--- src/rtl/can_frame_rx.sv ---
// can_frame_rx: CAN 2.0A receiver with bit timing, de-stuffing, CRC-15 check, ACK drive and parallel frame output.
// Optional acceptance filter (filt_id/filt_mask ports) is enabled by defining CAN_RX_ID_FILTER_EN.
module can_frame_rx #(
  parameter int unsigned BIT_DIV   = 20,
  parameter int unsigned SAMPLE_PT = 14
) (
  input  logic        CLK,
  input  logic        RST,
  input  logic        can_hi_in,
`ifdef CAN_RX_ID_FILTER_EN
  input  logic [10:0] filt_id,
  input  logic [10:0] filt_mask,
`endif
  output logic        can_hi_out,
  output logic        rx_busy,
  output logic        rx_valid,
  output logic [10:0] rx_id,
  output logic        rx_rtr,
  output logic [3:0]  rx_dlc,
  output logic [63:0] rx_data,
  output logic        rx_err,
  output logic [1:0]  rx_err_code
);
  localparam int unsigned CW = (BIT_DIV > 1) ? $clog2(BIT_DIV) : 1;
  localparam logic [1:0] ERR_STUFF = 2'd1;
  localparam logic [1:0] ERR_CRC   = 2'd2;
  localparam logic [1:0] ERR_FORM  = 2'd3;

  typedef enum logic [3:0] {
    S_WAIT_IDLE, S_IDLE, S_ARB, S_CTRL, S_DATA, S_CRC, S_CRC_DEL, S_ACK, S_ACK_DEL, S_EOF
  } state_t;

  state_t        state, state_n;
  logic [CW-1:0] cnt, ack_tmr;
  logic          bus_q, rise, smp, b;
  logic [6:0]    fcnt;
  logic [2:0]    run;
  logic          last;
  logic [10:0]   id_sh;
  logic          rtr_sh;
  logic [3:0]    dlc_sh, dlc_full, nbytes;
  logic [2:0]    nbytes_m1;
  logic [6:0]    data_last;
  logic [63:0]   data_sh;
  logic [14:0]   crc_calc, crc_rx;
  logic          ack_sent;
  logic          stuff_zone, stuff_bit, err, done, accept;
  logic [1:0]    err_code;

  function automatic logic [14:0] crc_step(input logic [14:0] c, input logic d);
    crc_step = {c[13:0], 1'b0} ^ ((d ^ c[14]) ? 15'h4599 : 15'h0000);
  endfunction

  // b is the logical bit value: dominant bus level is logic 0
  assign rise       = can_hi_in & ~bus_q;
  assign smp        = (cnt == CW'(SAMPLE_PT));
  assign b          = ~can_hi_in;
  assign stuff_zone = state inside {S_ARB, S_CTRL, S_DATA, S_CRC, S_CRC_DEL};
  assign stuff_bit  = smp && stuff_zone && (run == 3'd5);
  assign dlc_full   = {dlc_sh[2:0], b};
  assign nbytes     = (dlc_sh > 4'd8) ? 4'd8 : dlc_sh;
  assign nbytes_m1  = 3'(nbytes - 4'd1);
  assign data_last  = {1'b0, nbytes_m1, 3'b111};

`ifdef CAN_RX_ID_FILTER_EN
  assign accept = (((id_sh ^ filt_id) & filt_mask) == 11'd0);
`else
  assign accept = 1'b1;
`endif

  // Bit timing: free-running bit counter, resynced on every recessive->dominant edge
  always_ff @(posedge CLK) begin
    if (RST) begin
      bus_q <= 1'b0;
      cnt   <= '0;
    end else begin
      bus_q <= can_hi_in;
      if (rise || cnt == CW'(BIT_DIV - 1)) cnt <= '0;
      else                                  cnt <= cnt + CW'(1);
    end
  end

  always_ff @(posedge CLK) begin
    if (RST) state <= S_WAIT_IDLE;
    else     state <= state_n;
  end

  always_comb begin
    state_n  = state;
    err      = 1'b0;
    err_code = 2'd0;
    done     = 1'b0;
    if (smp) begin
      if (stuff_bit) begin
        if (b == last) begin
          err      = 1'b1;
          err_code = ERR_STUFF;
        end
      end else begin
        unique case (state)
          S_WAIT_IDLE: if (b && fcnt == 7'd10) state_n = S_IDLE;
          S_IDLE:      if (!b) state_n = S_ARB;
          S_ARB:       if (fcnt == 7'd11) state_n = S_CTRL;
          S_CTRL: begin
            if (fcnt == 7'd0 && b) begin
              err      = 1'b1;
              err_code = ERR_FORM;
            end else if (fcnt == 7'd5) begin
              state_n = (!rtr_sh && dlc_full != 4'd0) ? S_DATA : S_CRC;
            end
          end
          S_DATA:      if (fcnt == data_last) state_n = S_CRC;
          S_CRC:       if (fcnt == 7'd14) state_n = S_CRC_DEL;
          S_CRC_DEL: begin
            if (crc_rx != crc_calc) begin
              err      = 1'b1;
              err_code = ERR_CRC;
            end else if (!b) begin
              err      = 1'b1;
              err_code = ERR_FORM;
            end else begin
              state_n = S_ACK;
            end
          end
          S_ACK:       state_n = S_ACK_DEL;
          S_ACK_DEL: begin
            if (!b) begin
              err      = 1'b1;
              err_code = ERR_FORM;
            end else begin
              state_n = S_EOF;
            end
          end
          S_EOF: begin
            if (!b) begin
              err      = 1'b1;
              err_code = ERR_FORM;
            end else if (fcnt == 7'd6) begin
              state_n = S_IDLE;
              done    = 1'b1;
            end
          end
          default: state_n = S_WAIT_IDLE;
        endcase
      end
      if (err) state_n = S_WAIT_IDLE;
    end
  end

  // Field shift registers, de-stuff run tracking and CRC accumulation
  always_ff @(posedge CLK) begin
    if (RST) begin
      fcnt     <= '0;
      run      <= '0;
      last     <= 1'b1;
      id_sh    <= '0;
      rtr_sh   <= 1'b0;
      dlc_sh   <= '0;
      data_sh  <= '0;
      crc_calc <= '0;
      crc_rx   <= '0;
    end else begin
      if (err) begin
        fcnt <= '0;
      end else if (smp && !stuff_bit) begin
        if (state_n != state || (state == S_WAIT_IDLE && !b)) fcnt <= '0;
        else                                                  fcnt <= fcnt + 7'd1;
      end
      if (smp && (stuff_zone || state == S_IDLE)) begin
        if (stuff_bit || state == S_IDLE || b != last) run <= 3'd1;
        else                                           run <= run + 3'd1;
        last <= b;
      end
      if (smp && !stuff_bit) begin
        unique case (state)
          S_IDLE: if (!b) begin
            crc_calc <= crc_step(15'd0, b);
            data_sh  <= '0;
          end
          S_ARB: begin
            crc_calc <= crc_step(crc_calc, b);
            if (fcnt < 7'd11) id_sh <= {id_sh[9:0], b};
            else              rtr_sh <= b;
          end
          S_CTRL: begin
            crc_calc <= crc_step(crc_calc, b);
            if (fcnt >= 7'd2) dlc_sh <= dlc_full;
          end
          S_DATA: begin
            crc_calc <= crc_step(crc_calc, b);
            data_sh[6'(7'd63 - fcnt)] <= b;
          end
          S_CRC:   crc_rx <= {crc_rx[13:0], b};
          default: ;
        endcase
      end
    end
  end

  // Registered outputs and the one-bit-time ACK drive
  always_ff @(posedge CLK) begin
    if (RST) begin
      can_hi_out  <= 1'b0;
      ack_tmr     <= '0;
      ack_sent    <= 1'b0;
      rx_busy     <= 1'b0;
      rx_valid    <= 1'b0;
      rx_id       <= '0;
      rx_rtr      <= 1'b0;
      rx_dlc      <= '0;
      rx_data     <= '0;
      rx_err      <= 1'b0;
      rx_err_code <= '0;
    end else begin
      rx_valid <= done && accept;
      rx_err   <= err;
      rx_busy  <= state_n inside {S_ARB, S_CTRL, S_DATA, S_CRC, S_CRC_DEL, S_ACK, S_ACK_DEL, S_EOF};
      if (err) rx_err_code <= err_code;
      if (done && accept) begin
        rx_id   <= id_sh;
        rx_rtr  <= rtr_sh;
        rx_dlc  <= dlc_sh;
        rx_data <= data_sh;
      end
      if (err) begin
        can_hi_out <= 1'b0;
      end else if (can_hi_out) begin
        if (ack_tmr == '0) can_hi_out <= 1'b0;
        else               ack_tmr    <= ack_tmr - CW'(1);
      end else if (state == S_ACK && !ack_sent && (rise || cnt == CW'(BIT_DIV - 1))) begin
        can_hi_out <= 1'b1;
        ack_sent   <= 1'b1;
        ack_tmr    <= CW'(BIT_DIV - 1);
      end
      if (state == S_IDLE) ack_sent <= 1'b0;
    end
  end
endmodule
--- config.mk ---
export PLATFORM = sky130hd
export DESIGN_NAME = can_frame_rx
export DESIGN_NICKNAME = d
export VERILOG_FILES = /design/src/rtl/can_frame_rx.sv
export SDC_FILE = /design/constraint.sdc
export NUM_CORES = 1
export LEC_CHECK = 0
export CAP_MARGIN = 15
export CORE_ASPECT_RATIO = 1.75
export CORE_MARGIN = 2
export CORE_UTILIZATION = 50
export DETAILED_ROUTE_END_ITERATION = 8
export DONT_BUFFER_PORTS = 1
export PLACE_DENSITY = 0.68
export SLEW_MARGIN = 20
export SYNTH_ARGS = -nofsm -noshare
export SYNTH_HDL_FRONTEND = slang
export SYNTH_SLANG_ARGS = --single-unit
--- constraint.sdc ---
create_clock -name CLK -period 2.81 [get_ports CLK]
set_clock_uncertainty 0.2 [all_clocks]
set_input_delay 0.281 -clock CLK [delete_from_list [all_inputs] [get_ports CLK]]
set_output_delay 0.281 -clock CLK [all_outputs]
set_load 0.005 [all_outputs]
# After elaboration in Yosys (flattened, before gate mapping)
# Index checks and enable logic that the tools add are counted.
# Widths: inputs -> output; s select.
# classes
n_addsub	6
magnitude_cmp	5
n_eq_ne	32
mux	54
bitwise	8
n_reduce_logical	41
# ops
cell	count
$pmux 64 s2	1
$bwmux 64	1
$mux 64	1
$mux 4	15
$pmux 4 s10	1
$eq 4x3->1 const B	8
$mux 15	2
$pmux 15 s2	1
$eq 7x4->1 const B	3
$reduce_and 3->1	7
$mux 1	18
$eq 4x2->1 const B	4
$eq 4x4->1 const B	4
$mux 5	3
$ne 15x15->1	1
$xor 15x15->15	1
$eq 7x3->1 const B	2
$logic_and 1x1->1	11
$mux 2	5
$reduce_bool 8->1	1
$reduce_or 2->1	4
$add 7x1->7 const B	1
$eq 7x6->1	1
$ge 7x2->1 const B	1
35 further kinds	49
# word_totals
regBits	223
inputBits	3
output_inout_bits	86
elab_cells	169

# Depth between registers and ports, before layout
# Gate-level depths: netlist of the first run.
# logic_depth
depth_word	13
depth_mapped	11
ltp_nobuf	9

# Worst setup path before layout of the first run
# Ideal clock, no wire load.
# synth_path
path_kind	reg-to-reg
start	register fcnt[0]
end	register fcnt[2]
setup_time_ps	92
t_arrival_ps	2478
required_time_ps	2518
setup_slack_ps	40
stages_incl_launch_ff	11
path_buffers	1
synth_period_minus_slack_ps	2770
cell_sequence	dfxtp_1 clkbuf_1 inv_1 ha_1 nor3b_1 a31o_2 or2_2 o311a_1 a211oi_2 a21oi_2 nor4_1
# synth_between
elab_chain_len	11
word_cells_on_any_way	31
classes_between	add/sub (1); eq/ne (7); mux (18); reduce/logical (5)
# synth_rtl
item	line	source
from (decl)	36	logic [6:0] fcnt;
from (signal assigned)	167	else fcnt <= fcnt + 7'd1;
branches (longest 11 deep; another with $pmux 4 s10)	-	
# Parallel ways; which one is timed is not known. The select of a mux whose other input is x is not followed.
# A chain may end at the register's enable or synchronous reset.

# Final worst setup path of the first run
# layout_path
start	register crc_rx[12]
end	register ack_tmr[3]
# layout_between
elab_chain_len	8
# layout_rtl
item	line	source
from (decl)	45	logic [14:0] crc_calc, crc_rx;
from (signal assigned)	193	S_CRC: crc_rx <= {crc_rx[13:0], b};
$ne 15x15->1	115	if (crc_rx != crc_calc) begin
$mux 1	115	
$pmux 1 s3	100	unique case (state)
$mux 1	94	if (stuff_bit) begin
$mux 1 (2 in series)	93	if (smp) begin
$not 1->1 (no line)	-	
$reduce_and 3->1 (no line)	-	
to (signal assigned)	229	else ack_tmr <= ack_tmr - CW'(1);
to (signal assigned)	233	ack_tmr <= CW'(BIT_DIV - 1);
to (decl)	34	logic [CW-1:0] cnt, ack_tmr;
# Every way passes these cells. The select of a mux whose other input is x is not followed.

==> metrics.yaml, run 1 <==
status:
  outcome: "complete, but fails checks"
  violations: "hold timing"
timing:
  slew-limit-headroom: 0.3456
  drv_slew: 0
  fmaxAchievable_ghz: 0.3597
  setup_viol: 0
  tns_ns: 0
  post-route-period-util: 0.9895
  worst_slew_pin_slew_ns: 0.9805
  period_needed_ns: 2.780
  whs_ns: -0.3447
  finalHoldViolCount: 143
  grt_setup_unrepaired: "true"
logic_synthesis:
  ys_seq_area_frac: 0.4705
  yosysMostFrequentCell: "dfxtp_1"
  ys_ff_latch: 223
  syn-num-nets: 1158
  yosys-top-cells-area: "dfxtp_1, nor2_1, nand2_1"
  synth_common_cells: "dfxtp_1, nor2_1, nand2_1"
  synth_top_area_frac: 0.4705
  synthCells: 1144
  synthFlopType: "dfxtp_1"
  ys_warn_count: 0
  synth.distinct_cells: 76
  syn_area_per_cell_um2: 8.295
  async_flop_share: 0
  synth_edf_count: 0
  yosys.area.top_type: "dfxtp_1"
  netlist_area_mm2: 0.009489
cts:
  cts_root_buf: "clkbuf_16"
  htreeDepth: 1
  clk_pin_slew_worst_paths_ns: 0.07
  hold_buffers: 12
  clk_latency_ns: 0.50
  tritoncts: "built"
  cts_buffer_depth: 3
  clock-sinks: 223
  cts_inserted_buffers: 21
pwr:
  combPwrFrac: 0.014
  power_density_mw_per_mm2: 582.1
  power_frac_seq: 0.506
  p_int_uw: 4942
  p_sw_uw: 1306
  pwr-share-clk: 0.480
  p_sw_frac: 0.2090
  irDropWorstVdd_uv: 475.6
  power_leakage_uw: 0.003533
global_route:
  grt_pass1_vias: 7378
  overflow: 0
  use_met1: 0.2462
  use_met2: 0.4131
  busiest_layer: "met2"
  grtUsageTotal: 0.2223
  grt_antenna_before_repair: 0
  grt_pass1_wl_um: 36670
  use_met3: 0.03798
  grt_max_degree: 153
critical_path:
  slowest_stage: "or4_4"
  cp_max_fo: 8
  worst_path_most_repeated_cell: "or4_4"
  cp.arrival_ns: 3.01
  cp.required_ns: 3.04
  crit_buf_inv: 0
  crit_family: "simple AND/OR/NAND/NOR gates"
  end_kind: "flop"
  worstPathCellList: "xor2_2 -> or4_4 -> or4_4 -> a21o_4 -> a31o_1 -> or3_1 -> a21oi_1"
  max_stage_delay_ns: 0.51
  startpoint_type: "flop"
  critPathKind: "flop to flop"
floorplan:
  rows: 66
  die_w_um: 108.1
  ios: 89
  die_y_um: 186.2
  coreArea_mm2: 0.01858
  die-area_mm2: 0.02014
  initial_utilization: 0.5107
drt:
  ant_nets: 0
  drc: 0
  wire_per_inst_um: 16.19
  firstDrtPassIters: 7
  drt-total-wl_um: 22660
  vias: 7855
  dr.first_iter.drc_count: 468
  avgViaCountPerCell: 5.611
flow_run:
  cap_viol_max_count: 0
final_layout:
  area_delta_synth_final_pct: 13.11
  final_nets: 1161
  drive_above_1_share: 0.1059
  antenna_cells: 0
placement:
  gp_congestion: 0.9394
  numPortBuffers: 0
  dpl.hpwl_um: 15050
worst_hold_path:
  worstHoldPathType: "input port to flop"
[what timing repair did]
action / CTS / global route
endpoints found under the hold margin: 223 / 143
cloned: 0 / 0
setup buffers: 0 / 1
setup endpoints to repair: 1 / 66
resized for setup: 1 / 14
pin swaps: 0 / 9
[metal layers]
| metal | vias up | part of all wire |
|---|---|---|
| li1 | 3933 | - |
| met1 | 3693 | 0.40 |
| met2 | 164 | 0.52 |
| met5 | - | 0 |
| met3 | 65 | 0.045 |
| met4 | 0 | 0.041 |
[worst reg2reg max path, cell delays in order (launching register included)]
cell and delay (ns):
dfxtp_2 0.34, xor2_2 0.17, or4_4 0.51, or4_4 0.47
a21o_4 0.27, a31o_1 0.26, or3_1 0.35, a21oi_1 0.14
[power by group through the flow]
| stage | sequential (uW) | clock [uW] | combinational, uW |
|---|---|---|---|
| after floorplan | 3240 | 0 | 85.3 |
| after global placement | 3240 | 0 | 57.4 |
| after detailed placement | 3240 | 0 | 57.4 |
| after CTS | 3160 | 3050 | 82.6 |
| after global routing | 3160 | 3180 | 90.9 |
| final | 3160 | 3000 | 84.5 |
[logic make-up (layout without fill, tap and decap cells)]
family	Yosys count	count (layout)	share of synthesized area
AOI/OAI and AO/OA	239	239	0.1615
xor gates and xnor gates	34	34	0.03138
adders and majority gates	11	11	0.01450
buffers and inverters	90	108	0.04865
DFF	223	223	0.4705
muxes	28	28	0.02954
and+or+nand+nor	519	519	0.2439
[cell type report]
class / instances / area, um^2
well taps: 238 / 297.8
multi-input cells: 831 / 4643
repair buffers: 59 / 553.0
flip-flops and latches: 223 / 4469
clock inverters: 12 / 153.9
clock buffers: 26 / 574.3
fillers: 1714 / 7848
inverters: 11 / 41.29
[state kept, by name (all words and copies together) (netlist names), 2 cells and up]
signal / flops
ack_tmr: 5
cnt: 5
crc_calc: 15
crc_rx: 15
data_sh: 64
dlc_sh: 4
fcnt: 7
id_sh: 11
run: 3
rx_data: 64
rx_dlc: 4
rx_err_code: 2
rx_id: 11
state: 4
[metrics by stage]
step / setup slack (ns) / utilization / total power [uW] / instances / instance area (um^2)
finish: 0.02957 / 0.5776 / 6248 / 1400 / 10730
floorplan: 0.04045 / - / 3321 / 1144 / 9489
global placement: 0.1094 / 0.5273 / 3294 / 1349 / 9798
CTS: 0.001064 / 0.5743 / 6297 / 1399 / 10670
detailed placement: -0.01980 / 0.5273 / 3294 / 1349 / 9798
global route: -0.04057 / 0.5776 / 6429 / 1400 / 10730
[final timing paths]
check,startpoint,endpoint,slack [ns],cells past startpoint
worst max-delay path,crc_rx[12],ack_tmr[3],0.03,7
worst max register to register,crc_rx[12],ack_tmr[3],0.03,7
worst min register to register,data_sh[14],rx_data[14],0.25,2
worst min-delay path,RST,rx_data[2],-0.34,1
[layout by cell type (no fill, tap or decap), drive strengths merged, types with 3 or more instances in the layout]
cell type	n
xor2	11
o31ai	4
nor2b	5
nor4b	5
o21ai	15
nand2	184
or4	4
a31o	3
nand3b	10
mux2i	28
nor3b	4
nand2b	12
buf	48
nor4	11
a22oi	9
a31oi	5
nor2	220
dfxtp	223
a311oi	3
clkbuf	26
nand4b	4
a211oi	70
bufinv	3
xnor2	23
nand4	7
a21oi	108
nor3	16
dlygate4sd3	11
or2	5
clkinv	7
ha	11
or3	5
inv	13
nand3	16
a21o	3
Power figures use the tool's default switching activity.
==> run 2, diff against run 1 <==
Settings changed: CORE_MARGIN 2 to not set, CORE_UTILIZATION 50 to 57, PLACE_DENSITY 0.68 to 0.75.
==> metrics.yaml, run 2 (synthesis results as in run 1) <==
floorplan:
  rows: 62
  coreArea_mm2: 0.01637
  die-area_mm2: 0.01719
  die_w_um: 99.54
  initial_utilization: 0.5797
  ios: 89
  die_y_um: 172.7
placement:
  pre_cts_ws_ns: 0.06386
  numPortBuffers: 0
  post_dp_cell_area_mm2: 0.009738
  gp_congestion: 0.9183
  dpl.hpwl_um: 14420
critical_path:
  cp.required_ns: 3.06
  startpoint_type: "flop"
  end_kind: "flop"
  cp_max_fo: 4
  cp.arrival_ns: 3.01
  critPathKind: "flop to flop"
worst_hold_path:
  worstHoldPathType: "input port to flop"
global_route:
  grt_max_degree: 134
  grtUsageTotal: 0.2604
  grt_antenna_before_repair: 0
  grt_pass1_vias: 7721
  overflow: 0
  grt_pass1_wl_um: 36670
cts:
  clock-sinks: 223
  cts_buffer_depth: 3
  tritoncts: "built"
  cts_root_buf: "clkbuf_16"
  cts_inserted_buffers: 20
  clk_pin_slew_worst_paths_ns: 0.07
  htreeDepth: 1
  clk_latency_ns: 0.51
pwr:
  power_leakage_uw: 0.003568
  irDropWorstVdd_uv: 481.2
  power_density_mw_per_mm2: 561.5
  total_power_uw: 6036
flow_run:
  cap_viol_max_count: 0
drt:
  wire_per_inst_um: 16.15
  firstDrtPassIters: 5
  ant_nets: 0
  drt-total-wl_um: 22410
  dr.first_iter.drc_count: 442
  avgViaCountPerCell: 5.754
  vias: 7986
  drc: 0
timing:
  finalHoldViolCount: 0
  setup_viol: 0
  post-route-period-util: 0.9799
  drv_slew: 0
  setup_slack_ns: 0.05641
  worst_slew_pin_slew_ns: 1.004
  slew-limit-headroom: 0.3262
  fmaxAchievable_ghz: 0.3632
  period_needed_ns: 2.754
  grt_setup_unrepaired: "true"
final_layout:
  area_delta_synth_final_pct: 13.28
  final_nets: 1166
  final_cell_mix: "dfxtp_1, nor2_1, nand2_1, a21oi_1, a211oi_1"
  fin_area_mm2: 0.01075
  antenna_cells: 0
  reg_top3: "data_sh: 64 flops, rx_data: 64 flops"
  drive_above_1_share: 0.09966
  final_common_cell: "dfxtp_1"
status:
  outcome: "complete, no violations"
-- run 2: cell types whose count changed in the layout (fill, tap and decap cells not counted), sizes merged --
cell / previous run / this run
inv: 13 / 11
clkinv: 7 / 4
clkbuf: 26 / 29
bufinv: 3 / 2
buf: 48 / 46
dlygate4sd3: 11 / 18
-- run 2: report_power, final --
group          total [uW]  switching (uW)  internal (uW)  leakage [uW]
clock network        2760            1160           1610      0.000327
logic                 108            78.2           29.7       0.00144
registers            3160            2.15           3160       0.00180
-- run 2: path summary, 6_finish.rpt --
| path | from | to | slack [ns] | cells after the start |
|---|---|---|---|---|
| setup / recovery | crc_rx[12] | state[2] | 0.06 | 7 |
| hold / removal | can_hi_in | crc_rx[0] | 0.01 | 2 |
| setup reg to reg | crc_rx[12] | state[2] | 0.06 | 7 |
| hold reg to reg | data_sh[26] | rx_data[26] | 0.26 | 2 |
-- run 2: worst max-delay path: stages, from the launching register on --
cell and delay (ns):
dfxtp_2 0.34, xor2_1 0.17, or4_1 0.50, or4_4 0.47
a21oi_1 0.24, o21ai_1 0.10, a21oi_1 0.13, dlygate4sd3_1 0.55
-- run 2: area by class of cell --
cell class / count / area (um^2)
fill: 1388 / 5619
multi-input combinational: 831 / 4662
sequential: 223 / 4469
timing repair buffer: 65 / 630.6
clock buffer: 28 / 570.5
tap: 224 / 280.3
clock inverter: 6 / 95.09
inverter: 11 / 41.29
-- run 2: per-stage QoR --
step	setup TNS (ns)	cells	utilization	hold WS [ns]
detailed placement	0	1331	0.5949	0.1645
CTS	0	1385	0.6500	0.006031
floorplan	0	1144	-	0.2297
global route	-0.04720	1388	0.6567	0.01871
finish	0	1388	0.6567	0.01012
global placement	0	1331	0.5949	0.1594
-- run 2: repair_timing --
action                                  CTS  global route
endpoints found under the setup margin    0            26
hold endpoints to repair                223             0
buffers inserted                          0             2
resized for setup                         0            21
hold buffers                             20             0
-- run 2: per-layer routing --
metal,track usage,wire [um],vias up
li1,-,-,3952
met1,0.2810,8612,3745
met2,0.4850,11730,213
met3,0.03921,1045,76
met4,0.1256,1022,0
met5,0,0,-
